## src/rtl/mux_94_seq_if.sv

```systemverilog
// Bundle of request, mux-control and output handshake signals for mux_94_seq.
// The master side issues requests and models the mux. The slave side is the sequencer.
interface mux_94_seq_if #(
    parameter int WIDTH = 9
);
    logic             req_valid;
    logic             req_ready;
    logic [1:0]       req_src;
    logic [1:0]       mux_sel;
    logic             mux_lat;
    logic             mux_reset;
    logic [WIDTH-1:0] mux_y;
    logic             out_valid;
    logic             out_ready;
    logic [WIDTH-1:0] out_data;
    logic [1:0]       out_src;

    modport master (
        output req_valid, req_src, mux_y, out_ready,
        input  req_ready, mux_sel, mux_lat, mux_reset, out_valid, out_data, out_src
    );

    modport slave (
        input  req_valid, req_src, mux_y, out_ready,
        output req_ready, mux_sel, mux_lat, mux_reset, out_valid, out_data, out_src
    );
endinterface

```

## src/rtl/mux_94_seq.sv

```systemverilog
// Sequencer for the 4-input latching operand mux. It selects a source and waits for the mux output to settle.
// It then freezes the mux, captures its output and offers the word on a valid/ready handshake.
module mux_94_seq #(
    parameter int WIDTH         = 9,
    parameter int SETTLE_CYCLES = 2
) (
    input  logic         clk,
    input  logic         reset_n,
    input  logic         flush,
    output logic         busy,
    mux_94_seq_if.slave  bus
);
    typedef enum logic [1:0] {CLEAR, IDLE, SETTLE, OUT} state_t;

    state_t           r_state;
    state_t           w_next;
    logic [3:0]       r_cnt;
    logic [1:0]       r_src_hold;
    logic [1:0]       r_mux_sel;
    logic             r_mux_lat;
    logic             r_mux_reset;
    logic             r_out_valid;
    logic [WIDTH-1:0] r_out_data;
    logic [1:0]       r_out_src;
    logic             w_req_ready;
    logic             w_req_acc;
    logic             w_out_hs;

    // Flush cancels both handshakes in the cycle it is asserted.
    assign w_req_acc = bus.req_valid && w_req_ready && !flush;
    assign w_out_hs  = r_out_valid && bus.out_ready && !flush;

    // NOTE: sequential state uses non-blocking assignments so every register samples pre-edge values.
    always_ff @(posedge clk or negedge reset_n) begin
        if (!reset_n) r_state <= CLEAR;
        else          r_state <= w_next;
    end

    // NOTE: the default assignment first means no path leaves w_next unassigned, so no latch is inferred.
    always_comb begin
        w_next = r_state;
        if (flush) begin
            w_next = CLEAR;
        end else begin
            case (r_state)
                CLEAR:  w_next = IDLE;
                IDLE:   if (w_req_acc) w_next = SETTLE;
                SETTLE: if (r_cnt == 4'd1) w_next = OUT;
                OUT:    if (w_out_hs) w_next = w_req_acc ? SETTLE : IDLE;
                default: w_next = CLEAR;
            endcase
        end
    end

    always_comb begin
        w_req_ready = 1'b0;
        case (r_state)
            IDLE:    w_req_ready = 1'b1;
            OUT:     w_req_ready = bus.out_ready;
            default: w_req_ready = 1'b0;
        endcase
        busy = (r_state != IDLE);
    end

    always_ff @(posedge clk or negedge reset_n) begin
        if (!reset_n) begin
            r_mux_sel   <= '0;
            r_mux_lat   <= 1'b0;
            r_mux_reset <= 1'b1;
            r_out_valid <= 1'b0;
            r_out_data  <= '0;
            r_out_src   <= '0;
            r_src_hold  <= '0;
            r_cnt       <= '0;
        end else if (flush) begin
            r_out_valid <= 1'b0;
            r_mux_lat   <= 1'b0;
            r_mux_reset <= 1'b1;
        end else begin
            case (r_state)
                CLEAR: r_mux_reset <= 1'b0;
                SETTLE: begin
                    r_cnt <= r_cnt - 4'd1;
                    if (r_cnt == 4'd1) begin
                        r_out_data  <= bus.mux_y;
                        r_out_src   <= r_src_hold;
                        r_out_valid <= 1'b1;
                        r_mux_lat   <= 1'b1;
                    end
                end
                OUT: begin
                    if (w_out_hs) begin
                        r_out_valid <= 1'b0;
                        r_mux_lat   <= 1'b0;
                    end
                end
                default: ;
            endcase
            // A request can be accepted in IDLE, or in OUT on the same edge that hands the word off.
            if (w_req_acc) begin
                r_mux_sel  <= bus.req_src;
                r_src_hold <= bus.req_src;
                r_cnt      <= 4'(SETTLE_CYCLES);
            end
        end
    end

    assign bus.req_ready = w_req_ready;
    assign bus.mux_sel   = r_mux_sel;
    assign bus.mux_lat   = r_mux_lat;
    assign bus.mux_reset = r_mux_reset;
    assign bus.out_valid = r_out_valid;
    assign bus.out_data  = r_out_data;
    assign bus.out_src   = r_out_src;
endmodule

```

## src/flat_wrapper.sv

```systemverilog
// flat-port wrapper written by rule: the top's interface ports become plain ports
module mux_94_seq_flat 
#(
    parameter int WIDTH         = 9,
    parameter int SETTLE_CYCLES = 2
)
  (clk, reset_n, flush, busy, bus_req_valid, bus_req_src, bus_mux_y, bus_out_ready, bus_req_ready, bus_mux_sel, bus_mux_lat, bus_mux_reset, bus_out_valid, bus_out_data, bus_out_src);
  mux_94_seq_if #(.WIDTH(WIDTH)) bus_i ();
  input  logic clk;
  input  logic reset_n;
  input  logic flush;
  output logic busy;
  input wire logic [$bits(bus_i.req_valid)-1:0] bus_req_valid;
  input wire logic [$bits(bus_i.req_src)-1:0] bus_req_src;
  input wire logic [$bits(bus_i.mux_y)-1:0] bus_mux_y;
  input wire logic [$bits(bus_i.out_ready)-1:0] bus_out_ready;
  output wire logic [$bits(bus_i.req_ready)-1:0] bus_req_ready;
  output wire logic [$bits(bus_i.mux_sel)-1:0] bus_mux_sel;
  output wire logic [$bits(bus_i.mux_lat)-1:0] bus_mux_lat;
  output wire logic [$bits(bus_i.mux_reset)-1:0] bus_mux_reset;
  output wire logic [$bits(bus_i.out_valid)-1:0] bus_out_valid;
  output wire logic [$bits(bus_i.out_data)-1:0] bus_out_data;
  output wire logic [$bits(bus_i.out_src)-1:0] bus_out_src;
  assign bus_i.req_valid = bus_req_valid;
  assign bus_i.req_src = bus_req_src;
  assign bus_i.mux_y = bus_mux_y;
  assign bus_i.out_ready = bus_out_ready;
  assign bus_req_ready = bus_i.req_ready;
  assign bus_mux_sel = bus_i.mux_sel;
  assign bus_mux_lat = bus_i.mux_lat;
  assign bus_mux_reset = bus_i.mux_reset;
  assign bus_out_valid = bus_i.out_valid;
  assign bus_out_data = bus_i.out_data;
  assign bus_out_src = bus_i.out_src;
  mux_94_seq #(.WIDTH(WIDTH), .SETTLE_CYCLES(SETTLE_CYCLES)) u_core (.clk(clk), .reset_n(reset_n), .flush(flush), .busy(busy), .bus(bus_i));
endmodule
```

## config.mk

```make
export PLATFORM = sky130hd
export DESIGN_NAME = mux_94_seq_flat
export DESIGN_NICKNAME = d
export VERILOG_FILES = /design/src/rtl/mux_94_seq_if.sv /design/src/rtl/mux_94_seq.sv /design/src/flat_wrapper.sv
export SDC_FILE = /design/constraint.sdc
export NUM_CORES = 1
export LEC_CHECK = 0
export ABC_CLOCK_PERIOD_IN_PS = 3010
export CAP_MARGIN = 20
export CORE_UTILIZATION = 47
export CTS_CLUSTER_DIAMETER = 30
export CTS_CLUSTER_SIZE = 25
export DETAILED_ROUTE_END_ITERATION = 12
export HOLD_SLACK_MARGIN = 0.06
export PLACE_DENSITY = 0.83
export SYNTH_ARGS = -nofsm -noshare
export SYNTH_HDL_FRONTEND = slang
export SYNTH_SLANG_ARGS = --single-unit
```

## constraint.sdc

```tcl
create_clock -name clk -period 3.01 [get_ports clk]
set_input_delay 0.301 -clock clk [delete_from_list [all_inputs] [get_ports clk]]
set_output_delay 0.301 -clock clk [all_outputs]
set_load 0.01 [all_outputs]
```

# Yosys cells after proc, flatten, opt, wreduce, memory -nomap -nowiden
# Index checks and enable logic that the tools add are counted.
[word_totals] regBits=21 inputBits=16 output_inout_bits=18 wordCells=46
[op_classes] addsub=1 n_eq_ne=8 mux=15 n_bitwise=1 reduce_logical=14
[ops] cell="$mux 2" n=5
[ops] cell="$ne 3x2->1 const B" n=3
[ops] cell="$reduce_and 3->1" n=3
[ops] cell="$mux 4" n=2
[ops] cell="$pmux 2 s4" n=1
[ops] cell="$mux 1" n=5
[ops] cell="$eq 2x2->1 const B" n=2
[ops] cell="$eq 4x1->1 const B" n=1
[ops] cell="$logic_and 1x1->1" n=4
[ops] cell="$pmux 1 s2" n=2
[ops] cell="$reduce_and 2->1" n=2
[ops] cell="$reduce_bool 2->1" n=2
[ops] cell="$sub 4x1->4 const B" n=1
[ops] cell="$reduce_bool 3->1" n=1
[ops] cell="$eq 2x1->1 const B" n=1
[ops] cell="$logic_not 2->1" n=1
[ops] cell="$ne 2x1->1 const B" n=1
[ops] cell="$logic_not 1->1" n=1
[ops] cell="$not 1->1" n=1

# Longest topological paths before layout
# Gate-level depths: netlist of run 1.
[logic_depth] ltp_word=8 depth_mapped=6 ltp_nobuf=5

# Worst setup path after synthesis of run 1
# OpenSTA, ideal clock, no wires.
[synth_timing] path_kind="register to register" start="reg u_core.r_state[0]" end="reg u_core.r_out_data[0], in the netlist u_core.bus.out_data[0]" setup_time_ps=125 t_arrival_ps=1517 required_ps=2885 slack_ps=1368 stages_incl_launch_ff=6 n_path_buf=2 period_less_slack_ps=1642 cell_sequence="dfrtp_1 > or3b_1 > buf_2 > nand2b_4 > buf_6 > mux2_4"
[synth_via] elab_chain_cells=2
[synth_lines] element="from (decl)" line_no="mux_94_seq.sv:15" text="state_t r_state;"
[synth_lines] element="from (signal assigned)" line_no="mux_94_seq.sv:36" text="else r_state <= w_next;"
[synth_lines] element="$eq 2x2->1" line_no="mux_94_seq.sv:80" text="case (r_state)"
[synth_lines] element="$reduce_and 3->1 (no source line)"
[synth_lines] element="to (signal assigned)" line_no="mux_94_seq.sv:85" text="r_out_data <= bus.mux_y;"
[synth_lines] element="to (decl)" line_no="mux_94_seq.sv:23" text="logic [WIDTH-1:0] r_out_data;"
# Every way passes these cells.
# A chain may end at the register's enable or synchronous reset.

# Final worst setup path of run 1
[layout_timing] start="reg u_core.r_state[1]" end="out bus_req_ready"
[layout_via] elab_chain_cells=2
[layout_lines] element="$eq 2x2->1 / $eq 2x1->1 (equally long branches)" line_no="mux_94_seq.sv:57" text="case (r_state)"
[layout_lines] element="$pmux 1 s2 *" line_no="mux_94_seq.sv:57"
[layout_lines] element="to (decl)" line_no="flat_wrapper.sv:17" text="output wire logic [$bits(bus_i.req_ready)-1:0] bus_req_ready;"
# Mark *: on every way between the ends. The rest lies on a longest branch, timed or not.

==> metrics.txt, run 1 <==
status finished clean; CP startpoint kind register; Yosys top cell area share 0.507; Crit path arrival time 1610 ps; pre-CTS setup slack 926 ps; filler cell count 152; internal power 686 uW; Overflow after GRT 0; Clock transition at path regs 120 ps; critical path class register to output pin; clock power share 0.136; die height 47.8 microns; initial antenna violation count 0; Fin. Hold Viols 0; drt total wl 2.06 mm; final worst slack 1100 ps; share of layout cells above drive strength 1 0.182; R2R depth 3; Hold Slack 496 ps; clock skew after layout 9.24 ps; required time of the critical path 2710 ps; Placeable Area 1960 sq um; ys async rst share 1.00; Rows 16; Residual DRC 0; Fmax 0.523 GHz; largest net degree at the start of global routing 22; worst-skew pair later-pin latency 300 ps; pwr/cell area 725 nW/um^2; root buffer cell clkbuf_4; initial drt markers 13; die footprint 2290 sq um; fin. max-slew vios 0; synthesized flop and latch total 21; routability cong. 0.710; diode count 0; DP HPWL 1.58 mm; Gate Count Post-Synth 76; most frequent cells in the layout clkdlybuf4s50_1 (33), dfrtp_1 (20), mux2_4 (10), inv_1 (4), a21oi_1 (4); Post-synth EDFFs 0; DR vias/cell 4.99; Yosys cell types 27; initial core utilization 0.503; VDD IR max 0.000494 V; Syn. warnings 0; post-CTS setup buffers 0; Synth Flop Type dfrtp_1; Area contributors post-synth dfrtp_1 (51%), mux2_4 (15%), mux2_2 (3.4%); clk sink count 21; Pre-antenna DRT Iters 4; Syn-to-layout area delta 37.1%; nets 129; share of the yosys chip area belonging to registers 0.534; post_cts resized 0; H-Tree Depth 1; commonest non-fill, non-tap cell in the layout clkdlybuf4s50_1; Die Wd 47.8 microns; Max FO, Critical Path 9; TritonCTS clock tree done; CTS Buf Count 3; Antenna Nets Post-Route 0; post-route cell area 1350 sq um; slew margin rel. 0.385; syn_area_per_cell 13.0 sq um; # IOs 34; Post-Syn Area 987 sq um; switch share 0.301; vias in the first global route 655; Area after DPL 1330 sq um; Period Utilization, post-route 0.635; Switch Pwr 296 uW; PortBufs 33; Worst Hold Class input port to async pin; all-layer global routing usage 0.190; combinational cell fraction of total power 0.411; Final Critical Period 1910 ps; Worst-Margin Slew 920 ps; vias 684; Leakage 0.629 nW; Max-Cap Viols 0; Worst setup EP type output pin; global-route wire length before repair 2.93 mm; RSZ-0062 raised after global routing no; CTS Buffer Depth 2; hold buffers post-CTS 0; WL/cell 15.0 microns; setup TNS 0 ps; Sequential Power Share 0.453; area leader, netlist dfrtp_1; Syn Nets 94; final setup fails 0
==> worst max-delay path, cell delays in order, from the launching register on <==
cell             delay (ps)
dfrtp_1                 470
nor2b_1                 190
nor2b_1                 120
clkdlybuf4s50_1         540
==> routing by layer <==
layer | wire length (microns) | vias to the layer above | share of wire | GRT usage
li1 | - | 329 | - | -
met1 | 887 | 341 | 0.43 | 0.236
met2 | 1110 | 12 | 0.54 | 0.319
met3 | 51 | 2 | 0.025 | 0.0415
met4 | 8 | 0 | 0.0039 | 0.0778
met5 | 0 | - | 0 | 0
==> per-stage QoR <==
stage,total power [mW],utilization,cells
final,0.981,0.690,137
after global placement,0.830,0.677,133
after floorplan,0.634,-,76
after CTS,0.992,0.690,137
after global routing,1.05,0.690,137
after detailed placement,0.856,0.677,133
==> layout make-up <==
| type | count | area [sq um] | area share |
|---|---|---|---|
| Sequential cell | 21 | 527 | 0.389 |
| Timing Repair Buffer | 33 | 330 | 0.244 |
| Tap cell | 27 | 33.8 | 0.0250 |
| Multi-Input combinational cell | 48 | 422 | 0.311 |
| Clock buffer | 4 | 26.3 | 0.0194 |
| Inverter | 4 | 15.0 | 0.0111 |
==> power groups by stage <==
| stage | clock (mW) | combinational, mW | sequential, mW |
|---|---|---|---|
| 2_1_floorplan | 0 | 0.164 | 0.470 |
| 3_3_place_gp | 0 | 0.386 | 0.444 |
| 3_5_place_dp | 0 | 0.407 | 0.449 |
| 4_1_cts | 0.139 | 0.408 | 0.445 |
| 5_1_grt | 0.153 | 0.438 | 0.455 |
| 6_report | 0.134 | 0.403 | 0.444 |
==> cells in the mapped netlist, drive strengths merged (2+ instances only) <==
library cell,number
a21oi,4
buf,3
dfrtp,20
ha,2
inv,4
mux2,13
nand2,3
nand2b,4
nor2,3
nor2b,3
o21ai,3
or3,3
==> state kept, by name (all words and copies together), names as in the netlist <==
name / flops
u_core.bus.mux_lat: 1
u_core.r_state: 2
u_core.bus.out_data: 9
u_core.bus.out_src: 2
u_core.r_src_hold: 2
u_core.bus.mux_reset: 1
u_core.r_cnt: 4
==> kinds of logic (layout without fill, tap and decap cells) <==
logic type      Yosys count  after routing  synth area share
mux                      13             13             0.186
flops                    21             21             0.534
fa+ha+maj                 2              2            0.0253
compound gates           11             11            0.0697
xor+xnor                  1              1           0.00887
buf+inv                   7             41            0.0393
simple gates             21             21             0.137
==> worst paths after layout <==
kind                                                       start                                 end  slack (ps)
max in group asynchronous                                reset_n       u_core.r_state[0]$_DFFE_PN0P_        1940
worst max-delay path               u_core.r_state[1]$_DFFE_PN0P_                       bus_req_ready        1100
min in group clk                u_core.bus.mux_reset$_DFFE_PN1P_    u_core.bus.mux_reset$_DFFE_PN1P_         500
worst min register to register  u_core.bus.mux_reset$_DFFE_PN1P_    u_core.bus.mux_reset$_DFFE_PN1P_         500
worst max register to register     u_core.r_state[0]$_DFFE_PN0P_  u_core.bus.out_data[5]$_DFFE_PN0P_        1260
worst min-delay path                                     reset_n  u_core.bus.out_data[3]$_DFFE_PN0P_         500
(Power assumes the default switching activity.)
==> run 2, diff against run 1 <==
--- a/config.mk
+++ b/config.mk
@@ -5,14 +5,14 @@
 export SDC_FILE = /design/constraint.sdc
 export NUM_CORES = 1
 export LEC_CHECK = 0
-export ABC_CLOCK_PERIOD_IN_PS = 3010
+export ABC_CLOCK_PERIOD_IN_PS = 1500
 export CAP_MARGIN = 20
-export CORE_UTILIZATION = 47
+export CORE_UTILIZATION = 39
 export CTS_CLUSTER_DIAMETER = 30
 export CTS_CLUSTER_SIZE = 25
 export DETAILED_ROUTE_END_ITERATION = 12
 export HOLD_SLACK_MARGIN = 0.06
-export PLACE_DENSITY = 0.83
+export PLACE_DENSITY = 0.73
 export SYNTH_ARGS = -nofsm -noshare
 export SYNTH_HDL_FRONTEND = slang
 export SYNTH_SLANG_ARGS = --single-unit
==> constraint.sdc (replaced) <==
create_clock -name clk -period 1.5 [get_ports clk]
set_input_delay 0.15 -clock clk [delete_from_list [all_inputs] [get_ports clk]]
set_output_delay 0.15 -clock clk [all_outputs]
set_load 0.01 [all_outputs]
==> run 2 against run 1 <==
The flow now finishes with violations (negative setup slack). Setup slack lost 1200 ps. Critical path depth grew 2. Routed wire length grew 11%. Register-to-register slack lost 1400 ps. Combinational power grew 130%. Hold slack lost 330 ps. Utilization shrank 3.2 points. Critical path type is now register to register.
==> metrics.txt, run 2 (synthesis results as in run 1) <==
initial core utilization 0.430 (was 0.503); CP cell instances buf_6 -> or3b_4 -> buf_6 -> or3_4 -> a21oi_2 (was nor2b_1 -> nor2b_1 -> clkdlybuf4s50_1); Tot Pwr 2.09 mW (was 981 uW); hold buffers post-CTS 0 (unchanged); CP Buf/Inv Count 2 (was 1); Max stage delay on crit path 430 ps (was 540 ps); drt total wl 2.29 mm (was 2.06 mm); Max-Cap Viols 0 (unchanged); Worst setup EP type register (was output pin); clock skew after layout 3.81 ps (was 9.24 ps); pwr/cell area 1380 nW/um^2 (was 725 nW/um^2); Residual DRC 0 (unchanged); vias 765 (was 684); initial antenna violation count 0 (unchanged); Placeable Area 2300 sq um (was 1960 sq um); nets 144 (was 129); die height 52.3 microns (was 47.8 microns); RSZ-0062 raised after global routing yes (was no); Crit path arrival time 1840 ps (was 1610 ps); fin. max-slew vios 0 (unchanged); # IOs 34 (unchanged); H-Tree Depth 1 (unchanged); VDD IR max 0.000826 V (was 0.000494 V); Worst-Margin Slew 254 ps (was 920 ps); slew margin rel. 0.829 (was 0.385); Antenna Nets Post-Route 0 (unchanged); Final Critical Period 1590 ps; Util after Layout 0.658 (was 0.690); CP max stage cell dfrtp_1 (was clkdlybuf4s50_1); diode count 0 (unchanged); Overflow after GRT 0 (unchanged); Worst Hold Class input port to async pin (unchanged); PortBufs 33 (unchanged); Leakage 0.712 nW (was 0.629 nW); Period Utilization, post-route 1.06; commonest non-fill, non-tap cell in the layout clkdlybuf4s50_1 (unchanged); Clock transition at path regs 110 ps (was 120 ps); filler cell count 191 (was 152); critical path class register to register (was register to output pin); Syn-to-layout area delta 53.1% (was 37.1%); worst-skew pair later-pin latency 310 ps (was 300 ps); Placed Cells 144 (was 133); required time of the critical path 1750 ps (was 2710 ps); clk sink count 21 (unchanged); Fin. Hold Viols 0 (unchanged); pre-CTS setup slack -209 ps (was 926 ps); share of layout cells above drive strength 1 0.360 (was 0.182); die footprint 2740 sq um (was 2290 sq um); root buffer cell clkbuf_4 (unchanged); DR vias/cell 5.00 (was 4.99); Top delay family on crit path simple AND/OR/NAND/NOR gates (was buffers and inverters); vias in the first global route 737 (was 655); CTS Buf Count 3 (unchanged); CP startpoint kind register (unchanged); WL/cell 15.0 microns (about the same); CTS Buffer Depth 2 (unchanged); violated checks negative setup slack; Pre-antenna DRT Iters 4 (unchanged); DP HPWL 1.54 mm (was 1.58 mm); Max FO, Critical Path 7 (was 9); all-layer global routing usage 0.177 (was 0.190); Die Wd 52.3 microns (was 47.8 microns); routability cong. 0.755 (was 0.710); max FFs per register 9 (unchanged); final setup fails 14 (was 0); Fmax 0.628 GHz; largest net degree at the start of global routing 22 (unchanged); most frequent cells in the layout clkdlybuf4s50_1 (30), dfrtp_1 (19), buf_4 (11), mux2_4 (10) (was clkdlybuf4s50_1 (33), dfrtp_1 (20), mux2_4 (10), inv_1 (4), a21oi_1 (4)); final worst slack -93.0 ps (was 1100 ps); global-route wire length before repair 3.41 mm (was 2.93 mm); TritonCTS clock tree done (unchanged); setup TNS -910 ps (was 0 ps); status finished, violations left (was finished clean); CP dominant cell by count buf_6 (was nor2b_1); Rows 17 (was 16); post-route insts no fill 153 (was 137); initial drt markers 16 (was 13)
[run 2: stage by stage]
step / hold slack (ps) / instance area [sq um]
3_5_place_dp: 489 / 1400
3_3_place_gp: 481 / 1400
5_1_grt: 190 / 1510
6_report: 168 / 1510
4_1_cts: 174 / 1460
2_1_floorplan: -146 / 997
[run 2: layout make-up]
cell class                 instances  area, sq um  area share
timing repair buffer              47          439       0.291
inverter                           4         15.0     0.00993
tap                               28         35.0      0.0232
sequential                        21          528       0.349
multi-input combinational         49          468       0.310
clock buffer                       4         26.3      0.0174
[run 2: power breakdown]
group	total, mW	internal [mW]	switching, mW
sequential	0.888	0.755	0.133
combinational	0.929	0.597	0.332
clock	0.273	0.104	0.169
total	2.09	1.46	0.635
[run 2: path summary, 6_finish.rpt]
kind                                             startpoint                            endpoint  slack, ps  cells after the start
max                           u_core.r_state[1]$_DFFE_PN0P_         u_core.r_cnt[3]$_DFFE_PN0P_        -90                      5
min                                                 reset_n  u_core.bus.out_data[2]$_DFFE_PN0P_        170                      2
max reg2reg                   u_core.r_state[1]$_DFFE_PN0P_         u_core.r_cnt[3]$_DFFE_PN0P_        -90                      5
min reg2reg                u_core.bus.mux_reset$_DFFE_PN1P_    u_core.bus.mux_reset$_DFFE_PN1P_        500                      2
max in group asynchronous                           reset_n    u_core.bus.mux_reset$_DFFE_PN1P_       1060                      2
min in group clk                               bus_mux_y[3]  u_core.bus.out_data[3]$_DFFE_PN0P_        440                      2
[run 2: per-layer routing]
| metal | global-route usage | vias up | wire length (microns) |
|---|---|---|---|
| met2 | 0.310 | 15 | 1240 |
| met1 | 0.202 | 384 | 940 |
| met4 | 0.0921 | 0 | 51 |
| li1 | - | 361 | - |
| met3 | 0.0319 | 5 | 58 |
| met5 | 0 | - | 0 |
[run 2: repair_timing]
action | 4_1_cts | 5_1_grt
gates resized for setup | 8 | 13
setup buffers | 3 | 2
cloned | 1 | 0
pin swaps | 3 | 2
endpoints found under the setup margin | 17 | 17
==> run 3, diff against run 2 <==
--- a/config.mk
+++ b/config.mk
@@ -5,14 +5,14 @@
 export SDC_FILE = /design/constraint.sdc
 export NUM_CORES = 1
 export LEC_CHECK = 0
-export ABC_CLOCK_PERIOD_IN_PS = 1500
+export ABC_CLOCK_PERIOD_IN_PS = 1600
 export CAP_MARGIN = 20
-export CORE_UTILIZATION = 39
+export CORE_UTILIZATION = 44
 export CTS_CLUSTER_DIAMETER = 30
 export CTS_CLUSTER_SIZE = 25
 export DETAILED_ROUTE_END_ITERATION = 12
 export HOLD_SLACK_MARGIN = 0.06
-export PLACE_DENSITY = 0.73
+export PLACE_DENSITY = 0.78
 export SYNTH_ARGS = -nofsm -noshare
 export SYNTH_HDL_FRONTEND = slang
 export SYNTH_SLANG_ARGS = --single-unit
==> constraint.sdc (replaced) <==
create_clock -name clk -period 1.6 [get_ports clk]
set_input_delay 0.16 -clock clk [delete_from_list [all_inputs] [get_ports clk]]
set_output_delay 0.16 -clock clk [all_outputs]
set_load 0.01 [all_outputs]
==> run 3 against run 2 <==
The run now ends clean. Count of clock-buffer cells in the layout is 1 lower. Cell area is 3.9% lower. Sequential share of layout area is 1.3 points higher. Setup slack better by 130 ps. Non-clock buffer count is 5 lower. Via count is 4.6% lower. First-iteration DRC count is 56% lower. Routed wire length is 14% lower. Clock power is 11% lower. Total power is 10% lower. Register-to-register slack better by 130 ps. Sequential cell count stayed put.
==> metrics.txt, run 3 (synthesis results as in run 1) <==
status finished clean (was finished, violations left); most frequent cells in the layout clkdlybuf4s50_1 (31), dfrtp_1 (20), mux2_4 (10), buf_4 (7), inv_1 (4) (was clkdlybuf4s50_1 (30), dfrtp_1 (19), buf_4 (11), mux2_4 (10)); Critical path origin u_core.r_state[1]$_DFFE_PN0P_ (unchanged); commonest non-fill, non-tap cell in the layout clkdlybuf4s50_1 (unchanged); clock power share 0.130 (was 0.131); final worst slack 39.5 ps (was -93.0 ps); Syn-to-layout area delta 47.1% (was 53.1%); pwr/cell area 1290 nW/um^2 (was 1380 nW/um^2); drt total wl 1.97 mm (was 2.29 mm); post-route cell area 1450 sq um (was 1510 sq um); clk sink count 21 (unchanged); initial antenna violation count 0 (unchanged); vias in the first global route 716 (was 737); Switch Pwr 558 uW (was 635 uW); hold buffers post-CTS 0 (unchanged); combinational cell fraction of total power 0.430 (was 0.444); Period Utilization, post-route 0.975 (was 1.06); Fin. Hold Viols 0 (unchanged); DR vias/cell 4.97 (was 5.00); Pre-antenna DRT Iters 4 (unchanged); Residual DRC 0 (unchanged); largest net degree at the start of global routing 22 (unchanged); global-route wire length before repair 3.28 mm (was 3.41 mm); met1 usage 0.224 (was 0.202); fin. max-slew vios 0 (unchanged); post-route insts no fill 147 (was 153); Leakage 0.695 nW (was 0.712 nW); RSZ-0062 raised after global routing no (was yes); gr busiest metal met2 (unchanged); CP Buf/Inv Count 2 (unchanged); filler cell count 164 (was 191); initial drt markers 7 (was 16); CP max stage cell or3b_4 (was dfrtp_1); CTS Buf Count 3 (unchanged); setup TNS 0 ps (was -910 ps); nets 139 (was 144); Max stage delay on crit path 390 ps (was 430 ps); clock skew after layout 5.35 ps (was 3.81 ps); M2 GR Usage 0.304 (was 0.310); required time of the critical path 1840 ps (was 1750 ps); Die Wd 49.4 microns (was 52.3 microns); Placed Cells 141 (was 144); slew margin rel. 0.779 (was 0.829); routability cong. 0.831 (was 0.755); Sequential Power Share 0.440 (was 0.425); reg-to-reg slack, setup 40 ps (was -90 ps); Worst-Margin Slew 324 ps (was 254 ps); Crit path arrival time 1800 ps (was 1840 ps); share of layout cells above drive strength 1 0.283 (was 0.360); PortBufs 33 (unchanged); FF-to-FF Start u_core.r_state[1]$_DFFE_PN0P_ (unchanged); Overflow after GRT 0 (unchanged); WL/cell 13.4 microns (was 15.0 microns); Util after Layout 0.711 (was 0.658); final setup fails 0 (was 14); root buffer cell clkbuf_4 (unchanged); CP startpoint kind register (unchanged); CTS Buffer Depth 2 (unchanged); Antenna Nets Post-Route 0 (unchanged); Final Critical Period 1560 ps (was 1590 ps); internal power 1.32 mW (was 1.46 mW); pre-CTS setup slack -141 ps (was -209 ps); Placeable Area 2040 sq um (was 2300 sq um); H-Tree Depth 1 (unchanged); TritonCTS clock tree done (unchanged); CP dominant cell by count buf_6 (unchanged); CP cell instances buf_6 -> or3b_4 -> buf_6 -> or3_4 -> a21oi_2 (unchanged); Fmax 0.641 GHz (was 0.628 GHz); vias 730 (was 765); Worst Hold Class input port to async pin (unchanged); worst-skew pair later-pin latency 300 ps (was 310 ps); initial core utilization 0.483 (was 0.430); die height 49.4 microns (was 52.3 microns); DP HPWL 1.44 mm (was 1.54 mm); met3 Track Usage GR 0.0498 (was 0.0319); Max FO, Critical Path 5 (was 7); max FFs per register 9 (unchanged); Clock transition at path regs 110 ps (about the same); die footprint 2440 sq um (was 2740 sq um); VDD IR max 0.00102 V (was 0.000826 V); R2R depth 5 (unchanged); Area after DPL 1390 sq um (was 1400 sq um); Top delay family on crit path simple AND/OR/NAND/NOR gates (unchanged); Rows 16 (was 17); critical path class register to register (unchanged); all-layer global routing usage 0.177 (about the same); Max-Cap Viols 0 (unchanged); # IOs 34 (unchanged); switch share 0.298 (was 0.304); diode count 0 (unchanged); Worst setup EP type register (unchanged); worst r2r dst u_core.r_cnt[3]$_DFFE_PN0P_ (unchanged)
==> run 3: changes by cell type in the layout (fill, tap and decap cells not counted), sizes merged <==
cell and delta:
clkdlybuf4s50 +1, clkbuf -1, buf -6, clkinv +1
==> run 3: final cells by class <==
class | instances | area [sq um] | share of cell area
multi-input cells | 49 | 447 | 0.307
inverters | 4 | 15.0 | 0.0103
clock inverters | 1 | 5.00 | 0.00345
well taps | 27 | 33.8 | 0.0233
repair buffers | 42 | 403 | 0.277
flip-flops and latches | 21 | 527 | 0.363
clock buffers | 3 | 22.5 | 0.0155
==> run 3: worst max path at each step <==
stage,end,slack [ps],cells past startpoint
finish,u_core.r_cnt[3]$_DFFE_PN0P_,40,5
global route,u_core.bus.mux_lat$_DFFE_PN0P_,0.5,6
CTS,u_core.r_cnt[3]$_DFFE_PN0P_,10,5
detailed placement,u_core.r_cnt[3]$_DFFE_PN0P_,-140,5
global placement,u_core.bus.out_data[1]$_DFFE_PN0P_,-80,4
floorplan,u_core.bus.out_data[0]$_DFFE_PN0P_,-20,5
==> run 3: worst reg2reg max path, cell delays in order, from the launching register on <==
cell and delay, ps:
dfrtp_1 380, buf_6 120, or3b_4 390, buf_6 130, or3_4 360, a21oi_2 120
==> run 3: power by group through the flow <==
stage / clock network (mW) / registers [mW] / logic, mW
2_1_floorplan: 0 / 0.884 / 0.311
3_3_place_gp: 0 / 0.830 / 0.767
3_5_place_dp: 0 / 0.833 / 0.791
4_1_cts: 0.251 / 0.824 / 0.792
5_1_grt: 0.281 / 0.856 / 0.866
6_report: 0.243 / 0.826 / 0.807
==> run 3: repair_timing <==
| action | in CTS | in global routing |
|---|---|---|
| cloned | 0 | 1 |
| setup buffers | 1 | 0 |
| gates resized for setup | 2 | 6 |
| setup endpoints to repair | 2 | 13 |
| pin swaps | 0 | 1 |
==> run 3: through the flow <==
stage | hold WS, ps | total power [mW]
floorplan | -136 | 1.19
global placement | 478 | 1.60
detailed placement | 497 | 1.62
CTS | 191 | 1.87
global route | 205 | 2.00
finish | 194 | 1.88
==> run 3: routing by layer <==
layer,share of wire,wire length (microns)
met5,0,0
met4,0,0
met3,0.038,74
met2,0.54,1060
met1,0.43,839
